==> config.mk <==
export PLATFORM = sky130hd
export DESIGN_NAME = clk_div_ctrl_flat
export DESIGN_NICKNAME = d
export VERILOG_FILES = /design/src/rtl/clk_div_pkg.sv /design/src/rtl/clk_div_ctrl_if.sv /design/src/rtl/div_period_cnt.sv /design/src/rtl/clk_div_ctrl.sv /design/src/flat_wrapper.sv
export SDC_FILE = /design/constraint.sdc
export NUM_CORES = 1
export LEC_CHECK = 0
export BUFFER_PORTS_ARGS = -buffer_cell sky130_fd_sc_hd__buf_2
export CAP_MARGIN = 20
export CORE_AREA = 2 2 92 94
export CTS_CLUSTER_DIAMETER = 150
export DETAILED_ROUTE_END_ITERATION = 12
export DIE_AREA = 0 0 94 96
export PLACE_DENSITY = 0.43
export SLEW_MARGIN = 20
export SYNTH_ARGS = -nofsm -noshare
export SYNTH_HDL_FRONTEND = slang
export SYNTH_SLANG_ARGS = --single-unit
export TNS_END_PERCENT = 5
==> constraint.sdc <==
create_clock -name clk -period 10.4 [get_ports clk]
set_input_delay 1.56 -clock clk [delete_from_list [all_inputs] [get_ports clk]]
set_output_delay 1.56 -clock clk [all_outputs]
set_load 0.005 [all_outputs]
==> src/rtl/clk_div_pkg.sv <==
// clk_div_pkg: shared types and defaults for the clk_div_ctrl divider.
//   state_e      FSM state encoding (IDLE, RUN, STOP)
//   CNT_W_DEF    default width of ratio and counter
//   DIV_RST_DEF  default active ratio after reset
package clk_div_pkg;

  localparam int CNT_W_DEF   = 8;
  localparam int DIV_RST_DEF = 4;

  typedef enum logic [1:0] {
    ST_IDLE = 2'd0,
    ST_RUN  = 2'd1,
    ST_STOP = 2'd2
  } state_e;

endpackage

==> src/rtl/clk_div_ctrl_if.sv <==
// clk_div_ctrl_if: run request, ratio config handshake and divider outputs.
//   en         run request (level)
//   cfg_valid  ratio offered, cfg_div carries it; cfg_ready = can accept
//   cfg_err    one-cycle pulse when a zero ratio was accepted
//   tick       one-cycle enable at the last cycle of each period
//   div_out    divided square wave
//   busy       divider is running or finishing its last period
//   cur_div    active ratio
interface clk_div_ctrl_if #(parameter int CNT_W = 8);

  logic             en;
  logic             cfg_valid;
  logic [CNT_W-1:0] cfg_div;
  logic             cfg_ready;
  logic             cfg_err;
  logic             tick;
  logic             div_out;
  logic             busy;
  logic [CNT_W-1:0] cur_div;

  modport master (
    output en, cfg_valid, cfg_div,
    input  cfg_ready, cfg_err, tick, div_out, busy, cur_div
  );

  modport slave (
    input  en, cfg_valid, cfg_div,
    output cfg_ready, cfg_err, tick, div_out, busy, cur_div
  );

endinterface

==> src/rtl/div_period_cnt.sv <==
// div_period_cnt: period counter with terminal-count and half-period compares.
//   clk, rst    clock, async active-high reset
//   run         count this cycle (otherwise the counter is held at 0)
//   cur_div     ratio of the period in progress (drives the wrap compare)
//   nxt_div     ratio that will be active next cycle (drives the look-ahead compares)
//   wrap        counter is at cur_div-1 while running
//   tick_nxt    next count value is the last of its period
//   div_nxt     next count value lies in the high phase
module div_period_cnt #(
  parameter int CNT_W = 8
) (
  input  logic             clk,
  input  logic             rst,
  input  logic             run,
  input  logic [CNT_W-1:0] cur_div,
  input  logic [CNT_W-1:0] nxt_div,
  output logic             wrap,
  output logic             tick_nxt,
  output logic             div_nxt
);

  localparam logic [CNT_W-1:0] ONE = CNT_W'(1);

  logic [CNT_W-1:0] cnt;
  logic [CNT_W-1:0] cnt_nxt;
  logic [CNT_W-1:0] half;

  assign wrap = run && (cnt == cur_div - ONE);

  always_comb begin
    cnt_nxt = '0;
    if (run && !wrap) cnt_nxt = cnt + ONE;
  end

  // ceil(N/2) without widening: N>>1 plus the odd bit
  assign half     = (nxt_div >> 1) + {{(CNT_W-1){1'b0}}, nxt_div[0]};
  assign tick_nxt = (cnt_nxt == nxt_div - ONE);
  assign div_nxt  = (cnt_nxt < half);

  always_ff @(posedge clk or posedge rst) begin
    if (rst) cnt <= '0;
    else     cnt <= cnt_nxt;
  end

endmodule

==> src/rtl/clk_div_ctrl.sv <==
// clk_div_ctrl: programmable glitch-free divider controller.
//   clk, rst  sole clock, async active-high reset
//   bus       clk_div_ctrl_if.slave (run request, ratio config, divider outputs)
// All outputs are flops loaded from next-cycle values; cfg_ready is !pend_vld.
module clk_div_ctrl
  import clk_div_pkg::*;
#(
  parameter int CNT_W   = CNT_W_DEF,
  parameter int DIV_RST = DIV_RST_DEF
) (
  input  logic           clk,
  input  logic           rst,
  clk_div_ctrl_if.slave  bus
);

  localparam logic [1:0] IDLE = ST_IDLE;
  localparam logic [1:0] RUN  = ST_RUN;
  localparam logic [1:0] STOP = ST_STOP;

  logic [1:0]       state, state_nxt;
  logic [CNT_W-1:0] cur_div_q, pend, ratio_nxt;
  logic             pend_vld;
  logic             run, active_nxt, accept, cfg_zero, apply_pend;
  logic             wrap, tick_nxt, div_nxt;
  logic             tick_q, div_q, busy_q, err_q;

  assign run        = (state != IDLE);
  assign accept     = bus.cfg_valid && !pend_vld;
  assign cfg_zero   = (bus.cfg_div == '0);
  // A ratio accepted in the final STOP wrap lands in IDLE still pending; it is
  // applied there so the handshake never stalls.
  assign apply_pend = pend_vld && (!run || wrap);
  assign active_nxt = (state_nxt != IDLE);

  always_comb begin
    ratio_nxt = cur_div_q;
    if (apply_pend)                      ratio_nxt = pend;
    else if (!run && accept && !cfg_zero) ratio_nxt = bus.cfg_div;
  end

  // en has priority in STOP, so re-raising it even in the wrap cycle keeps running
  always_comb begin
    state_nxt = state;
    case (state)
      IDLE:    if (bus.en) state_nxt = RUN;
      RUN:     if (!bus.en) state_nxt = STOP;
      STOP:    if (bus.en) state_nxt = RUN;
               else if (wrap) state_nxt = IDLE;
      default: state_nxt = IDLE;
    endcase
  end

  div_period_cnt #(.CNT_W(CNT_W)) u_cnt (
    .clk      (clk),
    .rst      (rst),
    .run      (run),
    .cur_div  (cur_div_q),
    .nxt_div  (ratio_nxt),
    .wrap     (wrap),
    .tick_nxt (tick_nxt),
    .div_nxt  (div_nxt)
  );

  always_ff @(posedge clk or posedge rst) begin
    if (rst) begin
      state     <= IDLE;
      cur_div_q <= CNT_W'(DIV_RST);
      pend      <= '0;
      pend_vld  <= 1'b0;
      tick_q    <= 1'b0;
      div_q     <= 1'b0;
      busy_q    <= 1'b0;
      err_q     <= 1'b0;
    end else begin
      state     <= state_nxt;
      cur_div_q <= ratio_nxt;
      if (apply_pend) pend_vld <= 1'b0;
      if (run && accept && !cfg_zero) begin
        pend     <= bus.cfg_div;
        pend_vld <= 1'b1;
      end
      tick_q <= active_nxt && tick_nxt;
      div_q  <= active_nxt && div_nxt;
      busy_q <= active_nxt;
      err_q  <= accept && cfg_zero;
    end
  end

  assign bus.cfg_ready = !pend_vld;
  assign bus.cfg_err   = err_q;
  assign bus.tick      = tick_q;
  assign bus.div_out   = div_q;
  assign bus.busy      = busy_q;
  assign bus.cur_div   = cur_div_q;

endmodule

==> src/flat_wrapper.sv <==
// flat-port wrapper written by rule: the top's interface ports become plain ports
module clk_div_ctrl_flat import clk_div_pkg::*;
#(
  parameter int CNT_W   = CNT_W_DEF,
  parameter int DIV_RST = DIV_RST_DEF
)
  (clk, rst, bus_en, bus_cfg_valid, bus_cfg_div, bus_cfg_ready, bus_cfg_err, bus_tick, bus_div_out, bus_busy, bus_cur_div);
  clk_div_ctrl_if #(.CNT_W(CNT_W)) bus_i ();
  input  logic clk;
  input  logic rst;
  input wire logic [$bits(bus_i.en)-1:0] bus_en;
  input wire logic [$bits(bus_i.cfg_valid)-1:0] bus_cfg_valid;
  input wire logic [$bits(bus_i.cfg_div)-1:0] bus_cfg_div;
  output wire logic [$bits(bus_i.cfg_ready)-1:0] bus_cfg_ready;
  output wire logic [$bits(bus_i.cfg_err)-1:0] bus_cfg_err;
  output wire logic [$bits(bus_i.tick)-1:0] bus_tick;
  output wire logic [$bits(bus_i.div_out)-1:0] bus_div_out;
  output wire logic [$bits(bus_i.busy)-1:0] bus_busy;
  output wire logic [$bits(bus_i.cur_div)-1:0] bus_cur_div;
  assign bus_i.en = bus_en;
  assign bus_i.cfg_valid = bus_cfg_valid;
  assign bus_i.cfg_div = bus_cfg_div;
  assign bus_cfg_ready = bus_i.cfg_ready;
  assign bus_cfg_err = bus_i.cfg_err;
  assign bus_tick = bus_i.tick;
  assign bus_div_out = bus_i.div_out;
  assign bus_busy = bus_i.busy;
  assign bus_cur_div = bus_i.cur_div;
  clk_div_ctrl #(.CNT_W(CNT_W), .DIV_RST(DIV_RST)) u_core (.clk(clk), .rst(rst), .bus(bus_i));
endmodule
==> results of run 1 <==
## through the flow
stage	setup slack, ps	instances	hold WS (ps)
3_3_place_gp	5330	376	505
4_1_cts	5600	384	525
3_5_place_dp	5280	376	508
5_1_grt	5430	384	553
2_1_floorplan	5780	249	482
6_report	5600	384	533
## Yosys cell counts (all sizes together), types with 4 or more instances
master	instances	area share, %
or2	4	1.1
xor2	16	5.9
nor3	11	2.3
mux2	10	4.8
nand2b	5	1.3
xnor2	11	4.1
ha	10	5.3
dfrtp	30	32
inv	7	1.1
a2111oi	4	3.6
nand2	11	1.7
o21ai	18	3.8
clkbuf	5	0.79
a21oi	14	3.0
nand3	7	1.5
nor2	22	3.6
mux2i	13	5.7
## worst max-delay path: stages
cell and delay [ps]:
buf_2 120, nor4_2 80, a2111oi_4 900, o21ai_0 200, mux2i_2 320, inv_1 160
ha_1 360, or4b_2 590, mux2_2 280, o41a_1 120, a2111oi_2 280
## state kept, by name, summed over array words and instances, names as in the netlist
register,count
u_core.bus.busy,1
u_core.bus.cfg_err,1
u_core.bus.div_out,1
u_core.state,2
u_core.u_cnt.cnt,8
u_core.pend,8
u_core.pend_vld,1
u_core.bus.tick,1
u_core.bus.cur_div,8
## layer usage
| layer | track usage (%) | vias up | wire, um |
|---|---|---|---|
| met4 | 4.35 | 0 | 70 |
| met2 | 26.1 | 43 | 3210 |
| met5 | 0 | - | 0 |
| li1 | - | 971 | - |
| met1 | 21.9 | 972 | 3220 |
| met3 | 2.35 | 7 | 300 |
## how the worst min path moves through the flow
stage | to | slack [ps] | cells after the start
after floorplan | u_core.pend[7] | 480 | 1
after global placement | u_core.pend[7] | 500 | 1
after detailed placement | u_core.pend[7] | 510 | 1
after CTS | u_core.pend[7] | 530 | 1
after global routing | u_core.pend[7] | 550 | 1
final | u_core.pend[7] | 530 | 1
## cell type report
cell class / count / area, sq um / share of cell area, %
flip-flops and latches: 31 / 777 / 28.7
clock inverters: 1 / 5.00 / 0.185
well taps: 105 / 131 / 4.85
repair buffers: 28 / 150 / 5.55
inverters: 7 / 26.3 / 0.970
clock buffers: 7 / 76.3 / 2.82
multi-input cells: 205 / 1540 / 56.9
## logic make-up after synthesis
logic type	synth area share (%)
simple gates	20.3
compound gates	18.7
flops	32.8
xor+xnor	9.98
mux	10.4
buf+inv	2.11
fa+ha+maj	5.71
## report_power, final
part / internal (mW) / switching (mW)
clock network: 0.0470 / 0.0463
registers: 0.156 / 0.0611
logic: 0.162 / 0.200
==> impl_metrics.tcl, run 1 <==
set metrics [dict create \
    ctsResizeCount 0 \
    ys_ff_latch 31 \
    min-delay-start "u_core.pend[7]" \
    dpl-instance-area_sq_um 2630 \
    power_density_nw_per_um2 248 \
    gp_congestion 0.804 \
    die_area_sq_um 9020 \
    die-width_um 94 \
    htree_num_levels 2 \
    final.period_utilization_pct 46.1 \
    ant_nets 0 \
    hold_violations 0 \
    postSynthCellCount 249 \
    hold_buffers 0 \
    tightest_slew_ps 955 \
    totalPowerFinal_mw 0.673 \
    grt_pass1_wl_um 10800 \
    async_reset_ff_share_pct 100 \
    relSlewSlack_pct 36.3 \
    post_cts_buffers 0 \
    grt_max_degree 32 \
    criticalPathCategory "input pin to flip-flop" \
    fin_tns_setup_ps 0 \
    cts_root_buf "clkbuf_8" \
    num_rows 33 \
    regToRegStartpoint "u_core.bus.cur_div[0]" \
    fin_worst_skew_ps 6.22 \
    start_kind "input pin" \
    slew_violations 0 \
    antenna_found_initial 0 \
    drtIter0Drc 134 \
    wl_per_cell_um 17.7 \
    arrival_ps 4970 \
    leakage_nw 1.13 \
    core_sq_um 8050 \
    drv_cap 0 \
    outcome "finished, final reports clean" \
    max_freq_mhz 208 \
    start_util_pct 29.4 \
    seq_area_frac_synth_pct 32.8 \
    vias 1993 \
    synth_ff_type "dfrtp_1" \
    track_usage_pct 15.9 \
    reg2reg_slack_ps 5960 \
    drt-vias-per-instance 5.19 \
    yosys_warnings 0 \
    fp.dieH_um 96 \
    setup_viol 0 \
    endpoint_kind "flip-flop" \
    pin_count 25 \
    required_ps 10570 \
    clockBufferDepth 2 \
    layout_commonest_cell "dfrtp_1" \
    cp-endpoint "u_core.bus.tick" \
    finalNetCount 300 \
    portBuffers 24 \
    most-common-layout-cells "dfrtp_1, buf_2, nor2_1, xor2_1, o21ai_0" \
    drc 0 \
    grt-ovfl-total 0 \
    fin_util_pct 33.6 \
    r2r-end "u_core.bus.tick" \
    synthToLayoutAreaGrowth_pct 14.3 \
    fin_area_sq_um 2710 \
    yosysUniqueCellTypes 54 \
    rsz0062_at_grt "false" \
    fillers 837 \
    synth_area_sq_um 2370 \
    min_period_ps 4800 \
    cts_tree "yes" \
    cts_buffers 5 \
    crit_path_start "bus_cfg_div[5]" \
    grt_pass1_vias 1980 \
    synthesis.nets 271 \
    clock_sinks 31 \
    worstSkewPairLatency_ps 280 \
    final_layout_size_suffix_gt1_share_pct 21.1 \
    synth_edf_count 0 \
    antenna_cells 0 \
    path_clk_slew_ps 70 \
    syn_avg_cell_area_sq_um 9.51 \
    firstDrtPassIters 4 \
    place_hpwl_um 5200 \
    cp_max_fo 14 \
    vdd_ir_drop_max_mv 0.0913 \
    hold_path_class "flip-flop to flip-flop" \
    rr_worst_depth 12 \
    wl_um 6800 \
]
(Power assumes the default switching activity.)
==> inputs of run 2 (changes only) <==
PLACE_DENSITY = 0.44   (was 0.43)
clock period = 4.3 ns   (was 10.4 ns; I/O delays follow)
==> impl_metrics.tcl, run 2 (synthesis results as in run 1) <==
set metrics [dict create \
    outcome "finished, final reports clean" \
    clock_sinks 31 \
    power_density_nw_per_um2 601 \
    start_kind "flip-flop" \
    leakage_nw 1.19 \
    max_freq_mhz 251 \
    setup_viol 0 \
    track_usage_pct 15.5 \
    ant_nets 0 \
    antenna_found_initial 0 \
    portBuffers 24 \
    most-common-layout-cells "dfrtp_1, buf_2, nor2_1, xor2_1" \
    gp_congestion 0.815 \
    vias 2001 \
    firstDrtPassIters 4 \
    num_rows 33 \
    hold_violations 0 \
    grt_max_degree 32 \
    pin_count 25 \
    wl_per_cell_um 16.6 \
    final.period_utilization_pct 92.7 \
    clockBufferDepth 2 \
    dpl-instance-area_sq_um 2700 \
    min_period_ps 3990 \
    hold_buffers 0 \
    layout_commonest_cell "dfrtp_1" \
    drv_cap 0 \
    place_hpwl_um 5320 \
    drtIter0Drc 106 \
    fp.dieH_um 96 \
    vdd_ir_drop_max_mv 0.192 \
    hold_ws_ps 437 \
    htree_num_levels 2 \
    worstSkewPairLatency_ps 290 \
    finalNetCount 311 \
    grt_pass1_vias 1956 \
    grt_pass1_wl_um 10500 \
    cts_root_buf "clkbuf_8" \
    grt-ovfl-total 0 \
    slew_violations 0 \
    endpoint_kind "flip-flop" \
    die-width_um 94 \
    rsz0062_at_grt "false" \
    relSlewSlack_pct 45.1 \
    arrival_ps 4170 \
    antenna_cells 0 \
    fin_area_sq_um 2810 \
    core_sq_um 8050 \
    drc 0 \
    cts_tree "yes" \
    fin_tns_setup_ps 0 \
    required_ps 4480 \
    cp_max_fo 6 \
    ctsResizeCount 0 \
    start_util_pct 29.4 \
    fin_worst_skew_ps 7.45 \
    hold_path_class "input pin to asynchronous set/reset pin" \
    criticalPathCategory "flip-flop to flip-flop" \
    die_area_sq_um 9020 \
    path_clk_slew_ps 70 \
    cts_buffers 5 \
    tightest_slew_ps 818 \
    wl_um 6560 \
    final_layout_size_suffix_gt1_share_pct 24.8 \
    synthToLayoutAreaGrowth_pct 18.8 \
    drt-vias-per-instance 5.07 \
]
[run 2: cell count changes in the layout (fill, tap and decap cells not counted)]
cell | before | now
clkinv_2 | 1 | 0
clkbuf_8 | 5 | 7
clkbuf_1 | 2 | 0
clkinvlp_4 | 0 | 1
buf_4 | 4 | 15
[run 2: timing repair]
action                                  4_1_cts  5_1_grt
setup buffers                                 0        1
endpoints found under the setup margin        0        2
endpoints found under the hold margin         0        0
[run 2: layout make-up]
cell class	instances	area, sq um
clock buffers	7	96.3
clock inverters	1	7.51
flip-flops and latches	31	777
multi-input cells	205	1540
well taps	105	131
inverters	7	26.3
fillers	845	5240
repair buffers	39	233
[run 2: critical path, cell delays in order (launching register included)]
cell and delay, ps:
dfrtp_1 430, or3_1 430, a2111oi_2 320, nor2_1 140, a2111oi_4 420, nor2_2 160
mux2i_2 240, inv_1 120, ha_1 340, or4b_2 590, mux2_2 280, o41a_1 120
a2111oi_2 280
[run 2: report_power, final]
group / internal, mW / total [mW] / switching [mW]
clock network: 0.146 / 0.264 / 0.118
logic: 0.428 / 0.932 / 0.504
registers: 0.378 / 0.494 / 0.116
total: 0.952 / 1.69 / 0.739
[run 2: metrics by stage]
stage	std cells	power, mW	setup slack [ps]	utilization (%)
detailed placement	386	1.43	202	33.6
global route	395	1.85	28.9	34.9
global placement	386	1.44	295	33.6
finish	395	1.69	313	34.9
CTS	394	1.70	149	34.8
floorplan	249	1.14	482	-
[run 2: per-layer routing]
metal | global-route usage, % | vias to the layer above | share of wire [%]
met5 | 0 | - | 0
met4 | 5.43 | 0 | 2.5
met3 | 2.58 | 13 | 2.8
met2 | 25.0 | 34 | 46
met1 | 21.1 | 961 | 49
li1 | - | 993 | -
[run 2: worst paths after layout]
check / slack (ps) / depth (start not counted) / endpoint / start
max: 310 / 12 / u_core.bus.tick / u_core.bus.cur_div[1]
min: 440 / 3 / u_core.bus.cur_div[6] / rst
max reg2reg: 310 / 12 / u_core.bus.tick / u_core.bus.cur_div[1]
min reg2reg: 510 / 1 / u_core.pend[7] / u_core.pend[7]
max in group asynchronous: 3540 / 3 / u_core.bus.cur_div[2] / rst
min in group clk: 510 / 1 / u_core.pend[7] / u_core.pend[7]
==> inputs of run 3 (changes only) <==
MAX_ROUTING_LAYER = met4   (was unset)
==> impl_metrics.tcl, run 3 (synthesis results as in run 1) <==
set metrics [dict create \
    crit_path_top_delay_cell "or4b_2" \
    place_hpwl_um 5320 \
    arrival_ps 4160 \
    grt_pass1_wl_um 10500 \
    crit_path_cell_trace "or3_1 -> a2111oi_2 -> nor2_1 -> a2111oi_4 -> nor2_2 -> mux2i_2 -> inv_1 -> ha_1 -> or4b_2 -> mux2_2 -> o41a_1 -> a2111oi_2" \
    portBuffers 24 \
    ctsResizeCount 0 \
    worstSkewPairLatency_ps 290 \
    cts_root_buf "clkbuf_8" \
    core_sq_um 8050 \
    synthToLayoutAreaGrowth_pct 18.8 \
    critical_path.most_common_cell "a2111oi_2" \
    finalNetCount 311 \
    cts_buffers 5 \
    start_kind "flip-flop" \
    drt-vias-per-instance 5.07 \
    hold_violations 0 \
    rsz0062_at_grt "false" \
    gp_congestion 0.827 \
    fp.dieH_um 96 \
    wl_per_cell_um 16.6 \
    drtIter0Drc 120 \
    htree_num_levels 2 \
    hold_ws_ps 438 \
    die-width_um 94 \
    grt_max_degree 32 \
    start_util_pct 29.4 \
    clockBufferDepth 2 \
    final_layout_size_suffix_gt1_share_pct 24.8 \
    fin_tns_setup_ps 0 \
    grt-ovfl-total 0 \
    vias 2001 \
    endpoint_kind "flip-flop" \
    track_usage_pct 16.0 \
    power_density_nw_per_um2 601 \
    hold_path_class "input pin to asynchronous set/reset pin" \
    most-common-layout-cells "dfrtp_1, buf_2, nor2_1, xor2_1" \
    relSlewSlack_pct 45.1 \
    slew_violations 0 \
    tightest_slew_ps 818 \
    grt_pass1_vias 1954 \
    pin_count 25 \
    criticalPathCategory "flip-flop to flip-flop" \
    setup_viol 0 \
    cts_tree "yes" \
    path_clk_slew_ps 70 \
    antenna_cells 0 \
    fin_worst_skew_ps 7.40 \
    vdd_ir_drop_max_mv 0.192 \
    min_period_ps 3980 \
    drv_cap 0 \
    num_rows 33 \
    cp_max_fo 6 \
    outcome "finished, final reports clean" \
    leakage_nw 1.19 \
    layout_commonest_cell "dfrtp_1" \
    firstDrtPassIters 4 \
    clock_sinks 31 \
    ant_nets 0 \
    drc 0 \
    post_cts_buffers 0 \
    antenna_found_initial 0 \
    final.period_utilization_pct 92.7 \
    max_freq_mhz 251 \
    fillers 845 \
    die_area_sq_um 9020 \
    cpPeakStageDelay_ps 590 \
    hold_buffers 0 \
    required_ps 4480 \
    wl_um 6550 \
]
-- run 3: cell counts in the layout (fill, tap and decap cells not counted) --
Identical to the previous run, type by type.
-- run 3: routing by layer --
metal	track usage (%)	vias up	part of all wire, %
met2	25.0	42	46
met1	21.1	952	49
met3	2.43	14	3.1
met5	-	-	0
met4	5.43	0	2.5
li1	-	993	-
-- run 3: critical path: cells and delay by family, from the launching register on --
family                   cells  cell delay, ps
adder cells (fa/ha/maj)      1             350
buffers and inverters        1             120
AND/OR/NAND/NOR              4            1320
multiplexers                 2             520
flip-flops                   1             430
AO/OA/AOI/OAI                4            1140
-- run 3: stage by stage --
step / setup WS, ps / cells / power, mW / util (%) / instance area [sq um]
after floorplan: 482 / 249 / 1.14 / - / 2370
after global placement: 295 / 386 / 1.44 / 33.6 / 2700
after detailed placement: 202 / 386 / 1.43 / 33.6 / 2700
after CTS: 149 / 394 / 1.70 / 34.8 / 2810
after global routing: 28.9 / 395 / 1.85 / 34.9 / 2810
final: 316 / 395 / 1.69 / 34.9 / 2810
-- run 3: worst paths after layout --
check / slack, ps / from / cells past startpoint / endpoint
hold / removal: 440 / rst / 3 / u_core.bus.cur_div[6]
setup / recovery: 320 / u_core.bus.cur_div[1] / 12 / u_core.bus.tick
setup reg to reg: 320 / u_core.bus.cur_div[1] / 12 / u_core.bus.tick
min in group clk: 520 / u_core.pend[7] / 1 / u_core.pend[7]
max in group asynchronous: 3540 / rst / 3 / u_core.bus.cur_div[2]
hold reg to reg: 520 / u_core.pend[7] / 1 / u_core.pend[7]
-- run 3: layout make-up --
type | instances | area (sq um) | area share (%)
repair buffers | 39 | 233 | 8.27
well taps | 105 | 131 | 4.67
clock buffers | 7 | 96.3 | 3.43
inverters | 7 | 26.3 | 0.934
flip-flops and latches | 31 | 777 | 27.6
clock inverters | 1 | 7.51 | 0.267
multi-input cells | 205 | 1540 | 54.8
-- run 3: where the power goes --
group	internal, mW	switching [mW]
Combinational	0.428	0.504
Sequential	0.378	0.116
Clock	0.146	0.118
